### src/rtl/noc_local_port_bridge.sv
// ============================================================================
// noc_local_port_bridge : per-VC injection FIFOs with packet-locked RR arbiter,
// plus a registered ejection stage with packet-framing checker.  Rev 1.0
// ============================================================================
`timescale 1ns/1ps
`default_nettype none

module noc_local_port_bridge #(
  parameter int DATA_W      = 32,
  parameter int NUM_VC      = 2,
  parameter int FIFO_DEPTH  = 4,
  parameter int MAX_PKT_LEN = 16
) (
  input  logic                                      noc_clk,
  input  logic                                      noc_rst,
  input  logic [NUM_VC-1:0]                         inj_valid,
  output logic [NUM_VC-1:0]                         inj_ready,
  input  logic [NUM_VC*DATA_W-1:0]                  inj_data,
  input  logic [NUM_VC-1:0]                         inj_is_header,
  input  logic [NUM_VC-1:0]                         inj_is_tail,
  output logic                                      fab_tx_valid,
  output logic [((NUM_VC>1)?$clog2(NUM_VC):1)-1:0]  fab_tx_vc,
  output logic [DATA_W+1:0]                         fab_tx_flit,
  input  logic [NUM_VC-1:0]                         fab_tx_vc_ready,
  input  logic                                      fab_rx_valid,
  output logic                                      fab_rx_ready,
  input  logic [DATA_W+1:0]                         fab_rx_flit,
  output logic                                      ej_valid,
  input  logic                                      ej_ready,
  output logic [DATA_W-1:0]                         ej_data,
  output logic                                      ej_is_header,
  output logic                                      ej_is_tail,
  output logic [7:0]                                ej_pkt_len,
  output logic                                      err_valid,
  output logic [1:0]                                err_code
);

  localparam int VC_W   = (NUM_VC > 1) ? $clog2(NUM_VC) : 1;
  localparam int FLIT_W = DATA_W + 2;
  localparam int PTR_W  = $clog2(FIFO_DEPTH);

  logic [NUM_VC-1:0] full;
  logic [NUM_VC-1:0] empty;
  logic [NUM_VC-1:0] eligible;
  logic [FLIT_W-1:0] head [NUM_VC];

  logic              grant_found;
  logic [VC_W-1:0]   grant_vc;
  logic [VC_W:0]     rr_idx;
  logic              transfer;
  logic              locked;
  logic [VC_W-1:0]   lock_vc;
  logic [VC_W-1:0]   rr_ptr;
  logic [VC_W-1:0]   rr_next;

  // ---------------------------------------------------------------- injection
  for (genvar v = 0; v < NUM_VC; v++) begin : g_vc
    logic [FLIT_W-1:0] mem [FIFO_DEPTH];
    logic [PTR_W-1:0]  wr_ptr;
    logic [PTR_W-1:0]  rd_ptr;
    logic [PTR_W:0]    count;
    logic              push;
    logic              pop;

    assign full[v]      = (count == (PTR_W+1)'(FIFO_DEPTH));
    assign empty[v]     = (count == '0);
    assign inj_ready[v] = !full[v];
    assign push         = inj_valid[v] && !full[v];
    assign pop          = transfer && (grant_vc == VC_W'(v));
    assign head[v]      = mem[rd_ptr];

    always_ff @(posedge noc_clk) begin
      if (push) begin
        mem[wr_ptr] <= {inj_is_header[v], inj_is_tail[v], inj_data[v*DATA_W +: DATA_W]};
      end
    end

    always_ff @(posedge noc_clk) begin
      if (noc_rst) begin
        wr_ptr <= '0;
        rd_ptr <= '0;
        count  <= '0;
      end else begin
        if (push) wr_ptr <= wr_ptr + PTR_W'(1);
        if (pop)  rd_ptr <= rd_ptr + PTR_W'(1);
        case ({push, pop})
          2'b10:   count <= count + (PTR_W+1)'(1);
          2'b01:   count <= count - (PTR_W+1)'(1);
          default: count <= count;
        endcase
      end
    end
  end

  // ---------------------------------------------------------------- arbiter
  assign eligible = ~empty & fab_tx_vc_ready;

  // Descending scan so the VC closest to rr_ptr is the last (winning) write.
  always_comb begin
    grant_found = 1'b0;
    grant_vc    = '0;
    rr_idx      = '0;
    if (locked) begin
      if (eligible[lock_vc]) begin
        grant_found = 1'b1;
        grant_vc    = lock_vc;
      end
    end else begin
      for (int i = NUM_VC - 1; i >= 0; i--) begin
        rr_idx = {1'b0, rr_ptr} + (VC_W+1)'(i);
        if (rr_idx >= (VC_W+1)'(NUM_VC)) rr_idx = rr_idx - (VC_W+1)'(NUM_VC);
        if (eligible[rr_idx[VC_W-1:0]]) begin
          grant_found = 1'b1;
          grant_vc    = rr_idx[VC_W-1:0];
        end
      end
    end
  end

  assign fab_tx_valid = grant_found && !noc_rst;
  assign fab_tx_vc    = grant_vc;
  assign fab_tx_flit  = head[grant_vc];
  assign transfer     = fab_tx_valid && fab_tx_vc_ready[grant_vc];
  assign rr_next      = (grant_vc == VC_W'(NUM_VC - 1)) ? '0 : grant_vc + VC_W'(1);

  always_ff @(posedge noc_clk) begin
    if (noc_rst) begin
      locked  <= 1'b0;
      lock_vc <= '0;
      rr_ptr  <= '0;
    end else if (transfer) begin
      if (fab_tx_flit[DATA_W]) begin
        locked <= 1'b0;
        rr_ptr <= rr_next;
      end else if (fab_tx_flit[FLIT_W-1]) begin
        locked  <= 1'b1;
        lock_vc <= grant_vc;
      end
    end
  end

  // ---------------------------------------------------------------- ejection
  typedef enum logic [0:0] {
    ST_IDLE   = 1'b0,
    ST_IN_PKT = 1'b1
  } chk_state_t;

  chk_state_t state_q, state_d;
  logic [7:0] len_q, len_d, len_inc;
  logic       ovf_q, ovf_d;
  logic [1:0] code_d;
  logic       capture;
  logic       rx_hdr;
  logic       rx_tail;

  assign fab_rx_ready = !ej_valid || ej_ready;
  assign capture      = fab_rx_valid && fab_rx_ready;
  assign rx_hdr       = fab_rx_flit[FLIT_W-1];
  assign rx_tail      = fab_rx_flit[DATA_W];
  assign len_inc      = (len_q == 8'd255) ? 8'd255 : len_q + 8'd1;
  assign ej_pkt_len   = len_q;

  // A header always restarts framing, even when it also reports an error.
  always_comb begin
    state_d = state_q;
    len_d   = len_q;
    ovf_d   = ovf_q;
    code_d  = 2'd0;
    if (capture) begin
      if (rx_hdr) begin
        if (state_q == ST_IN_PKT) code_d = 2'd2;
        len_d   = 8'd1;
        ovf_d   = 1'b0;
        state_d = rx_tail ? ST_IDLE : ST_IN_PKT;
      end else if (state_q == ST_IDLE) begin
        code_d = 2'd1;
        len_d  = 8'd0;
      end else begin
        len_d = len_inc;
        if (rx_tail) state_d = ST_IDLE;
        if (int'(len_inc) > MAX_PKT_LEN && !ovf_q) begin
          code_d = 2'd3;
          ovf_d  = 1'b1;
        end
      end
    end
  end

  always_ff @(posedge noc_clk) begin
    if (noc_rst) begin
      state_q      <= ST_IDLE;
      len_q        <= '0;
      ovf_q        <= 1'b0;
      ej_valid     <= 1'b0;
      ej_data      <= '0;
      ej_is_header <= 1'b0;
      ej_is_tail   <= 1'b0;
      err_valid    <= 1'b0;
      err_code     <= '0;
    end else begin
      state_q   <= state_d;
      len_q     <= len_d;
      ovf_q     <= ovf_d;
      err_valid <= (code_d != 2'd0);
      err_code  <= code_d;
      if (capture) begin
        ej_valid     <= 1'b1;
        ej_data      <= fab_rx_flit[DATA_W-1:0];
        ej_is_header <= rx_hdr;
        ej_is_tail   <= rx_tail;
      end else if (ej_ready) begin
        ej_valid <= 1'b0;
      end
    end
  end

endmodule

`default_nettype wire

### config.mk
export PLATFORM = sky130hd
export DESIGN_NAME = noc_local_port_bridge
export DESIGN_NICKNAME = d
export VERILOG_FILES = /design/src/rtl/noc_local_port_bridge.sv
export SDC_FILE = /design/constraint.sdc
export NUM_CORES = 1
export LEC_CHECK = 0
export ABC_AREA = 1
export ABC_CLOCK_PERIOD_IN_PS = 5100
export BUFFER_PORTS_ARGS = -buffer_cell sky130_fd_sc_hd__buf_2
export CAP_MARGIN = 20
export CORE_MARGIN = 5
export CORE_UTILIZATION = 30
export DETAILED_ROUTE_END_ITERATION = 7
export GPL_TIMING_DRIVEN = 0
export HOLD_SLACK_MARGIN = 0.03
export SETUP_SLACK_MARGIN = 0.4
export SLEW_MARGIN = 0
export SYNTH_ARGS = -nofsm -noshare
export SYNTH_HDL_FRONTEND = slang
export SYNTH_SLANG_ARGS = --single-unit
export TNS_END_PERCENT = 10
### constraint.sdc
create_clock -name noc_clk -period 5.1 [get_ports noc_clk]
set_input_delay 0.255 -clock noc_clk [delete_from_list [all_inputs] [get_ports noc_clk]]
set_output_delay 0.255 -clock noc_clk [all_outputs]
set_load 0.01 [all_outputs]
==> results of run 1 <==
-- cell usage in the layout (no fill, tap or decap), types with 2 or more instances in the layout --
cell / n
edfxtp_1: 272
a21oi_1: 34
clkinv_2: 9
nor2_2: 4
ha_1: 11
fa_1: 2
inv_1: 42
buf_1: 3
diode_2: 4
clkbuf_1: 30
clkinv_1: 9
bufinv_16: 2
nand3_1: 17
dlygate4sd3_1: 102
o21ai_1: 8
clkinvlp_4: 2
clkbuf_16: 38
buf_2: 207
o32ai_2: 28
a31oi_1: 33
o32ai_1: 4
o21ai_0: 144
buf_12: 7
buf_6: 5
inv_2: 7
inv_16: 2
nor2_1: 352
nand2_2: 4
nor2_4: 10
buf_4: 13
nand2_1: 73
dfxtp_1: 69
-- metrics by stage --
stage	util	worst slack, ns	instance area, um2
floorplan	-	2.49	13700
global placement	0.341	1.13	15400
detailed placement	0.346	2.81	15700
CTS	0.395	2.21	17900
global route	0.395	2.17	17900
finish	0.395	2.34	17900
-- worst max-delay path, cell delays in order (launching register included) --
cell and delay [ns]:
dfxtp_1 0.42, buf_4 0.21, clkbuf_1 0.39, o21ai_0 0.18
o32ai_1 0.23, nor2_1 0.07, a31oi_1 0.26, buf_2 0.19
-- power groups by stage --
stage | clock [mW] | sequential [mW] | combinational (mW)
after CTS | 2.69 | 3.25 | 1.36
after detailed placement | 0 | 3.31 | 1.29
after global routing | 2.82 | 3.26 | 1.47
final | 2.64 | 3.25 | 1.34
after floorplan | 0 | 3.31 | 0.738
after global placement | 0 | 3.32 | 1.23
-- layer usage --
metal	global-route usage	up-vias
met5	0	-
met4	0.0310	4
met3	0.0376	61
met2	0.252	348
met1	0.184	4829
li1	-	4857
-- cell type report --
class	count	area [um2]
inverters	51	194
fillers	4344	27400
plain buffers	63	342
flip-flops and latches	341	9550
repair buffers	303	2150
well taps	600	751
clock inverters	26	226
clock buffers	42	976
diodes	4	10.0
multi-input cells	731	3700
-- registers in the layout, summed over array words and instances (netlist names), 2 cells and up, named ones only --
| register | cells |
|---|---|
| g_vc.count | 6 |
| ej_pkt_len | 8 |
| g_vc.rd_ptr | 4 |
| g_vc.wr_ptr | 4 |
| err_code | 2 |
| ej_data | 32 |
| g_vc.mem | 272 |
-- cells by family (layout without fill, tap and decap cells) --
group / count (synthesis) / after routing / synth area share
DFF: 341 / 341 / 0.696
adders and majority gates: 13 / 13 / 0.0129
and+or+nand+nor: 466 / 466 / 0.133
AOI/OAI and AO/OA: 252 / 252 / 0.119
buffers and inverters: 114 / 485 / 0.0390
other: 0 / 4 / 0
-- worst max path at each step --
stage	slack, ns	start	to
3_5_place_dp	2.81	register	fab_tx_flit[3]
6_report	2.34	register	fab_tx_flit[3]
4_1_cts	2.21	register	fab_tx_flit[3]
5_1_grt	2.17	register	fab_tx_flit[3]
2_1_floorplan	2.49	g_vc[1].count[1]$_SDFFE_PP0P_	g_vc[1].mem[0][0]$_DFFE_PP_
3_3_place_gp	1.13	g_vc[0].count[1]$_SDFFE_PP0P_	g_vc[0].mem[1][11]$_DFFE_PP_
-- synthesized netlist by cell type, drive strengths merged --
master / number
nor2: 366
edfxtp: 272
o21ai: 152
nand2: 78
dfxtp: 69
inv: 50
buf: 35
a21oi: 34
a31oi: 33
o32ai: 32
clkbuf: 28
nand3: 18
ha: 11
fa: 2
or2: 2
clkinv: 1
nand4: 1
nor3: 1
o21bai: 1
==> flow_summary.json, run 1 <==
{
  "status": "finished clean",
  "hold_path_end": "ej_valid$_SDFFE_PP0P_",
  "cts_tree": "built",
  "drtAntennaViolNets": 0,
  "cts.clk_slew.worst_paths_ns": 0.06,
  "die_w_um": 224,
  "clk_latency_ns": 0.55,
  "core_area_um2": 45300,
  "syn_area_um2": 13700,
  "fmax_mhz": 362,
  "cts-resized-gates": 0,
  "switching_share": 0.282,
  "grt_pass1_vias": 10100,
  "synth_top_area_share": 0.595,
  "pwr-share-comb": 0.185,
  "clkSinkCount": 341,
  "cp-end-kind": "output pin",
  "clockRootBuffer": "clkbuf_16",
  "crit_required_ns": 4.85,
  "synth-seq-area-share": 0.696,
  "antenna_found_initial": 7,
  "first_pass_iters": 5,
  "rsz0062_at_grt": "no",
  "syn_inst": 1186,
  "globalRouteOverflowTotal": 0,
  "gp_congestion": 0.808,
  "drt_wl_total_mm": 37.7,
  "cts_hold_buf": 102,
  "drive_gt1_frac": 0.224,
  "yosys_warnings": 0,
  "ys_seq_elements": 341,
  "synth_area_leaders": "edfxtp_1, dfxtp_1, nor2_1",
  "io_pins": 195,
  "whs_path_depth": 4,
  "io_buffers": 193,
  "vias_per_cell": 4.67,
  "period_needed_ns": 2.76,
  "syn_nets": 1309,
  "dp.cells": 1987,
  "tightest_slew_ns": 0.773,
  "rr_startpoint": "lock_vc$_SDFFE_PP0P_",
  "drt-initial-drc-count": 754,
  "total_power_mw": 7.23,
  "ir_drop_mv": 0.303,
  "rows": 78,
  "die_height_um": 224,
  "critPathKind": "register to output pin",
  "hold_slack_ns": 0.0621,
  "p_per_area_nw_per_um2": 404,
  "r2r_slack_ns": 2.79,
  "final_cells": 2161,
  "post-route-period-util": 0.541,
  "max_slew_margin": 0.483,
  "reg2reg_to": "g_vc[0].count[2]$_SDFFE_PP0P_",
  "area_growth_pct": 30.4,
  "layout.nets": 1652,
  "wire_per_inst_um": 17.4,
  "setup_violations": 0,
  "skew_ns": 0.0177,
  "power_frac_seq": 0.450,
  "drc_errors": 0,
  "p_int_mw": 5.19,
  "cts_setup_buffers": 0,
  "hold_viol_final": 0,
  "htree_levels": 2,
  "rr_worst_depth": 15,
  "wl_met1_mm": 15.5,
  "numCtsBuffers": 38,
  "routed-wl-met3_mm": 3.03,
  "cts.path.max_buffers": 3,
  "maxCapViolCount": 0,
  "power.leakage_nw": 6.69,
  "cp-start-kind": "register",
  "clkPwrFrac": 0.365,
  "hp-start": "ej_ready",
  "arrival_ns": 2.51,
  "dp_hpwl_mm": 25.9,
  "dieArea_um2": 50100,
  "vias": 10100,
  "synth_cell_types": 33,
  "start_util": 0.303,
  "grt_use_total": 0.145,
  "hp-class": "primary input to register",
  "grt_pass1_wl_mm": 57.3,
  "dr.max_layer_used": "met5",
  "synth_top_cell_by_area": "edfxtp_1",
  "setup-tns-final_ns": 0,
  "drv_slew": 0,
  "switching_power_mw": 2.04,
  "synth_area_per_cell_um2": 11.6,
  "wl_met2_mm": 18.5,
  "cp_max_fo": 10,
  "grt_max_degree": 28
}
No activity file was read; power rests on OpenSTA's default activity.
==> run 2: changes to the inputs <==
- ABC_CLOCK_PERIOD_IN_PS: 5100 -> 2200
- clock period: 5.1 -> 2.2 ns (I/O delays scaled with it)
==> flow_summary.json, run 2 (synthesis results as in run 1) <==
{
  "hp-class": "primary input to register",
  "dp_hpwl_mm": 26.1,
  "rows": 78,
  "cts_tree": "built",
  "skew_ns": 0.0200,
  "dp.cells": 1987,
  "switching_share": 0.279,
  "vias": 10200,
  "clk_latency_ns": 0.53,
  "core_area_um2": 45300,
  "start_util": 0.303,
  "htree_levels": 2,
  "mostFrequentLayoutCell": "nor2_1",
  "p_int_mw": 12.4,
  "fill_cells": 4239,
  "grt_max_degree": 29,
  "setup_violations": 1,
  "drive_gt1_frac": 0.298,
  "ir_drop_mv": 0.602,
  "cp_max_fo": 7,
  "gp_congestion": 0.824,
  "die_w_um": 224,
  "r2r_slack_ns": 0.13,
  "grt_pass1_wl_mm": 58.4,
  "drt-initial-drc-count": 791,
  "fmax_mhz": 454,
  "antenna_found_initial": 5,
  "drc_errors": 0,
  "drv_slew": 0,
  "maxCapViolCount": 0,
  "largest_register": "g_vc.mem",
  "crit_required_ns": 2.09,
  "setup-tns-final_ns": -0.00387,
  "vias_per_cell": 4.67,
  "cp-end-kind": "output pin",
  "largest_register_ffs": 272,
  "grt_use_total": 0.148,
  "critPathKind": "register to output pin",
  "post-route-period-util": 1.00,
  "setup_ws_ns": -0.00387,
  "utilization": 0.418,
  "drt_wl_total_mm": 38.6,
  "numCtsBuffers": 37,
  "die_height_um": 224,
  "first_pass_iters": 5,
  "grt_pass1_vias": 10600,
  "power.leakage_nw": 7.05,
  "power_frac_seq": 0.438,
  "rsz0062_at_grt": "yes",
  "status": "complete, but fails checks",
  "globalRouteOverflowTotal": 0,
  "area_growth_pct": 38.1,
  "clockRootBuffer": "clkbuf_16",
  "clkSinkCount": 341,
  "p_per_area_nw_per_um2": 911,
  "violations": "setup timing",
  "dieArea_um2": 50100,
  "arrival_ns": 2.09,
  "max_slew_margin": 0.532,
  "whs_path_depth": 4,
  "pwr-share-comb": 0.223,
  "pre_cts_slack_ns": -0.0411,
  "io_buffers": 193,
  "switching_power_mw": 4.82,
  "clkPwrFrac": 0.340,
  "drtAntennaViolNets": 0,
  "hold_viol_final": 0,
  "wire_per_inst_um": 17.6,
  "cp-start-kind": "register",
  "final_cells": 2190,
  "tightest_slew_ns": 0.700,
  "layout_common_cells": "nor2_1, edfxtp_1, buf_2",
  "layout.nets": 1680,
  "io_pins": 195,
  "period_needed_ns": 2.20,
  "total_power_mw": 17.3,
  "cts.clk_slew.worst_paths_ns": 0.05,
  "rr_worst_depth": 12,
  "cts.path.max_buffers": 3
}
-- run 2: changes by cell type in the layout (fill, tap and decap cells not counted), sizes merged --
cell,change
dlygate4sd3,+4
clkinv,-1
clkinvlp,-1
buf,+23
clkbuf,+3
diode,+2
inv,-1
-- run 2: metrics by stage --
stage | instance area [um2] | hold WS [ns]
after floorplan | 13700 | 0.209
after global placement | 15500 | 0.323
after detailed placement | 15700 | 0.325
after CTS | 18600 | 0.0309
after global routing | 18900 | 0.0706
final | 19000 | 0.0626
-- run 2: cell type report --
class | count | area, um2 | share of cell area
flip-flops and latches | 341 | 9570 | 0.505
plain buffers | 63 | 578 | 0.0305
clock buffers | 43 | 968 | 0.0511
diodes | 6 | 15.0 | 0.000792
inverters | 51 | 206 | 0.0109
clock inverters | 23 | 169 | 0.00891
multi-input cells | 731 | 4180 | 0.220
repair buffers | 332 | 2520 | 0.133
well taps | 600 | 751 | 0.0396
-- run 2: final timing paths --
path                                  from                       endpoint
min                           fab_rx_valid     ej_pkt_len[0]$_SDFFE_PP0P_
min reg2reg        ej_is_tail$_SDFFE_PP0P_        ej_is_tail$_SDFFE_PP0P_
max reg2reg  g_vc[1].count[0]$_SDFFE_PP0P_  g_vc[1].count[2]$_SDFFE_PP0P_
max                               register                fab_tx_flit[24]
-- run 2: critical path, stage by stage, from the launching register on --
cell     delay [ns]
dfxtp_4        0.39
inv_6          0.08
buf_8          0.13
buf_8          0.14
buf_6          0.10
nor2_2         0.03
o32ai_2        0.25
nor2_1         0.10
a31oi_1        0.19
buf_2          0.17
-- run 2: power by group through the flow --
stage | clock (mW) | combinational [mW] | sequential [mW]
5_1_grt | 6.28 | 4.16 | 7.59
3_3_place_gp | 0 | 2.86 | 7.67
2_1_floorplan | 0 | 1.72 | 7.67
6_report | 5.86 | 3.84 | 7.56
3_5_place_dp | 0 | 2.97 | 7.67
4_1_cts | 6.02 | 3.61 | 7.55
-- run 2: metal layers --
metal	up-vias	wire length, um	part of all wire	global-route usage
li1	4918	-	-	-
met4	0	994	0.026	0.0447
met1	4902	16000	0.42	0.186
met5	-	0	0	0
met3	63	2850	0.074	0.0364
met2	354	18700	0.48	0.254
-- run 2: what timing repair did --
action | in CTS | in global routing
pin swaps | 35 | 23
buffers inserted | 10 | 12
gates cloned | 1 | 2
hold buffers | 106 | 0
setup endpoints to repair | 251 | 104
hold endpoints to repair | 326 | 0
resized for setup | 173 | 51
==> run 3: changes to the inputs <==
--- a/config.mk
+++ b/config.mk
@@ -21,2 +21,2 @@
 export SYNTH_SLANG_ARGS = --single-unit
-export TNS_END_PERCENT = 10
+export TNS_END_PERCENT = 50
--- a/constraint.sdc
+++ b/constraint.sdc
@@ -3,2 +3,2 @@
 set_output_delay 0.11 -clock noc_clk [all_outputs]
-set_load 0.01 [all_outputs]
+set_load 0.005 [all_outputs]
==> flow_summary.json, run 3 (synthesis results as in run 1) <==
{
  "grt_use_total": 0.151,
  "layout_common_cells": "nor2_1, edfxtp_1, buf_2",
  "largest_register": "g_vc.mem",
  "vias": 10400,
  "period_needed_ns": 2.20,
  "drv_slew": 0,
  "drc_errors": 0,
  "rr_startpoint": "g_vc[1].count[1]$_SDFFE_PP0P_",
  "whs_path_depth": 6,
  "clk_latency_ns": 0.54,
  "start_util": 0.303,
  "io_pins": 195,
  "setup_violations": 1,
  "total_power_mw": 17.5,
  "cp-start-kind": "register",
  "die_w_um": 224,
  "wire_per_inst_um": 17.9,
  "setup_ws_ns": -0.00324,
  "tightest_slew_ns": 0.558,
  "largest_register_ffs": 272,
  "cp_slowest_cell": "dfxtp_2",
  "power.leakage_nw": 7.27,
  "drt-initial-drc-count": 777,
  "layout.nets": 1707,
  "grt_pass1_wl_mm": 59.8,
  "cp_cell_sequence": "nor3_4, nor2_4, nand2_4, buf_12, clkbuf_16, nor2_2, a31oi_2, buf_2",
  "drt_wl_total_mm": 39.7,
  "htree_levels": 2,
  "rr_worst_depth": 13,
  "reg2reg_to": "g_vc[0].count[2]$_SDFFE_PP0P_",
  "crit_required_ns": 2.09,
  "io_buffers": 193,
  "cts.clk_slew.worst_paths_ns": 0.06,
  "drtAntennaViolNets": 0,
  "violations": "setup timing",
  "numCtsBuffers": 36,
  "die_height_um": 224,
  "core_area_um2": 45300,
  "ir_drop_mv": 0.691,
  "globalRouteOverflowTotal": 0,
  "grt_pass1_vias": 10600,
  "fmax_mhz": 454,
  "cp_max_fo": 8,
  "clockRootBuffer": "clkbuf_16",
  "critPathKind": "register to output pin",
  "dp_hpwl_mm": 25.7,
  "gp_congestion": 0.831,
  "rsz0062_at_grt": "yes",
  "vias_per_cell": 4.72,
  "hp-class": "primary input to register",
  "cts.path.max_buffers": 3,
  "hold_viol_final": 0,
  "fill_cells": 4191,
  "p_per_area_nw_per_um2": 893,
  "post-route-period-util": 1.00,
  "skew_ns": 0.0252,
  "dieArea_um2": 50100,
  "cpPeakStageDelay_ns": 0.34,
  "hp-start": "fab_tx_vc_ready[0]",
  "grt_max_degree": 27,
  "clkSinkCount": 341,
  "hold_slack_ns": 0.124,
  "cts_tree": "built",
  "drive_gt1_frac": 0.330,
  "area_growth_pct": 42.8,
  "maxCapViolCount": 0,
  "arrival_ns": 2.09,
  "status": "complete, but fails checks",
  "mostFrequentLayoutCell": "nor2_1",
  "rows": 78,
  "max_slew_margin": 0.628,
  "r2r_slack_ns": 0.08,
  "hold_path_end": "locked$_SDFFE_PP0P_",
  "cp-end-kind": "output pin",
  "antenna_found_initial": 5,
  "first_pass_iters": 5
}
-- run 3: cell types whose count changed in the layout (fill, tap and decap cells not counted), sizes merged --
cell         before  now
buf             259  285
diode             6    2
inv              53   49
clkbuf           73   76
clkinv           18   19
dlygate4sd3     106  107
-- run 3: final cells by class --
type                            count  area, um2  area share
Antenna cell                        2       5.00    0.000255
Buffer                             63        628      0.0320
Clock buffer                       45        935      0.0477
Clock inverter                     20        179     0.00913
Inverter                           51        214      0.0109
Multi-Input combinational cell    731       4420       0.226
Sequential cell                   341       9570       0.488
Tap cell                          600        751      0.0383
Timing Repair Buffer              360       2900       0.148
-- run 3: where the power goes --
part / total [mW] / internal [mW] / switching, mW
sequential: 7.57 / 7.40 / 0.166
combinational: 4.20 / 1.94 / 2.26
clock: 5.74 / 3.28 / 2.47
-- run 3: worst max path at each step --
stage,startpoint,endpoint,slack [ns]
after floorplan,g_vc[1].count[1]$_SDFFE_PP0P_,g_vc[1].mem[0][0]$_DFFE_PP_,0.16
after global placement,g_vc[0].count[1]$_SDFFE_PP0P_,g_vc[0].mem[1][14]$_DFFE_PP_,-0.68
after detailed placement,g_vc[0].count[1]$_SDFFE_PP0P_,g_vc[0].count[2]$_SDFFE_PP0P_,-0.02
after CTS,register,fab_tx_flit[28],-0.05
after global routing,register,fab_tx_flit[9],-0.08
final,g_vc[1].count[1]$_SDFFE_PP0P_,fab_tx_flit[6],-0.003
-- run 3: critical path, delay by kind of cell (launching register included) --
family / cells / cell delay, ns
compound gates: 1 / 0.21
buf+inv: 3 / 0.52
simple gates: 4 / 0.47
flops: 1 / 0.34
-- run 3: what timing repair did --
action	in CTS	in global routing
cloned	3	5
pin swaps	37	44
hold buffers	107	0
buffers inserted	30	14
resized for setup	206	114
hold endpoints to repair	324	0
setup endpoints to repair	233	103
-- run 3: through the flow --
stage	area, um2	std cells	setup slack, ns	util	setup TNS [ns]
6_report	19600	2213	-0.00324	0.433	-0.00324
2_1_floorplan	13700	1186	0.160	-	0
5_1_grt	19600	2213	-0.0828	0.433	-1.07
4_1_cts	18900	2192	-0.0513	0.418	-0.325
3_5_place_dp	15700	1987	-0.0163	0.346	-0.0163
3_3_place_gp	15500	1979	-0.685	0.341	-177.92
-- run 3: routing by layer --
metal,track usage,up-vias,share of wire
met1,0.197,5038,0.42
met3,0.0360,56,0.071
li1,-,4968,-
met4,0.0354,6,0.019
met5,0,-,0.00086
met2,0.256,368,0.49
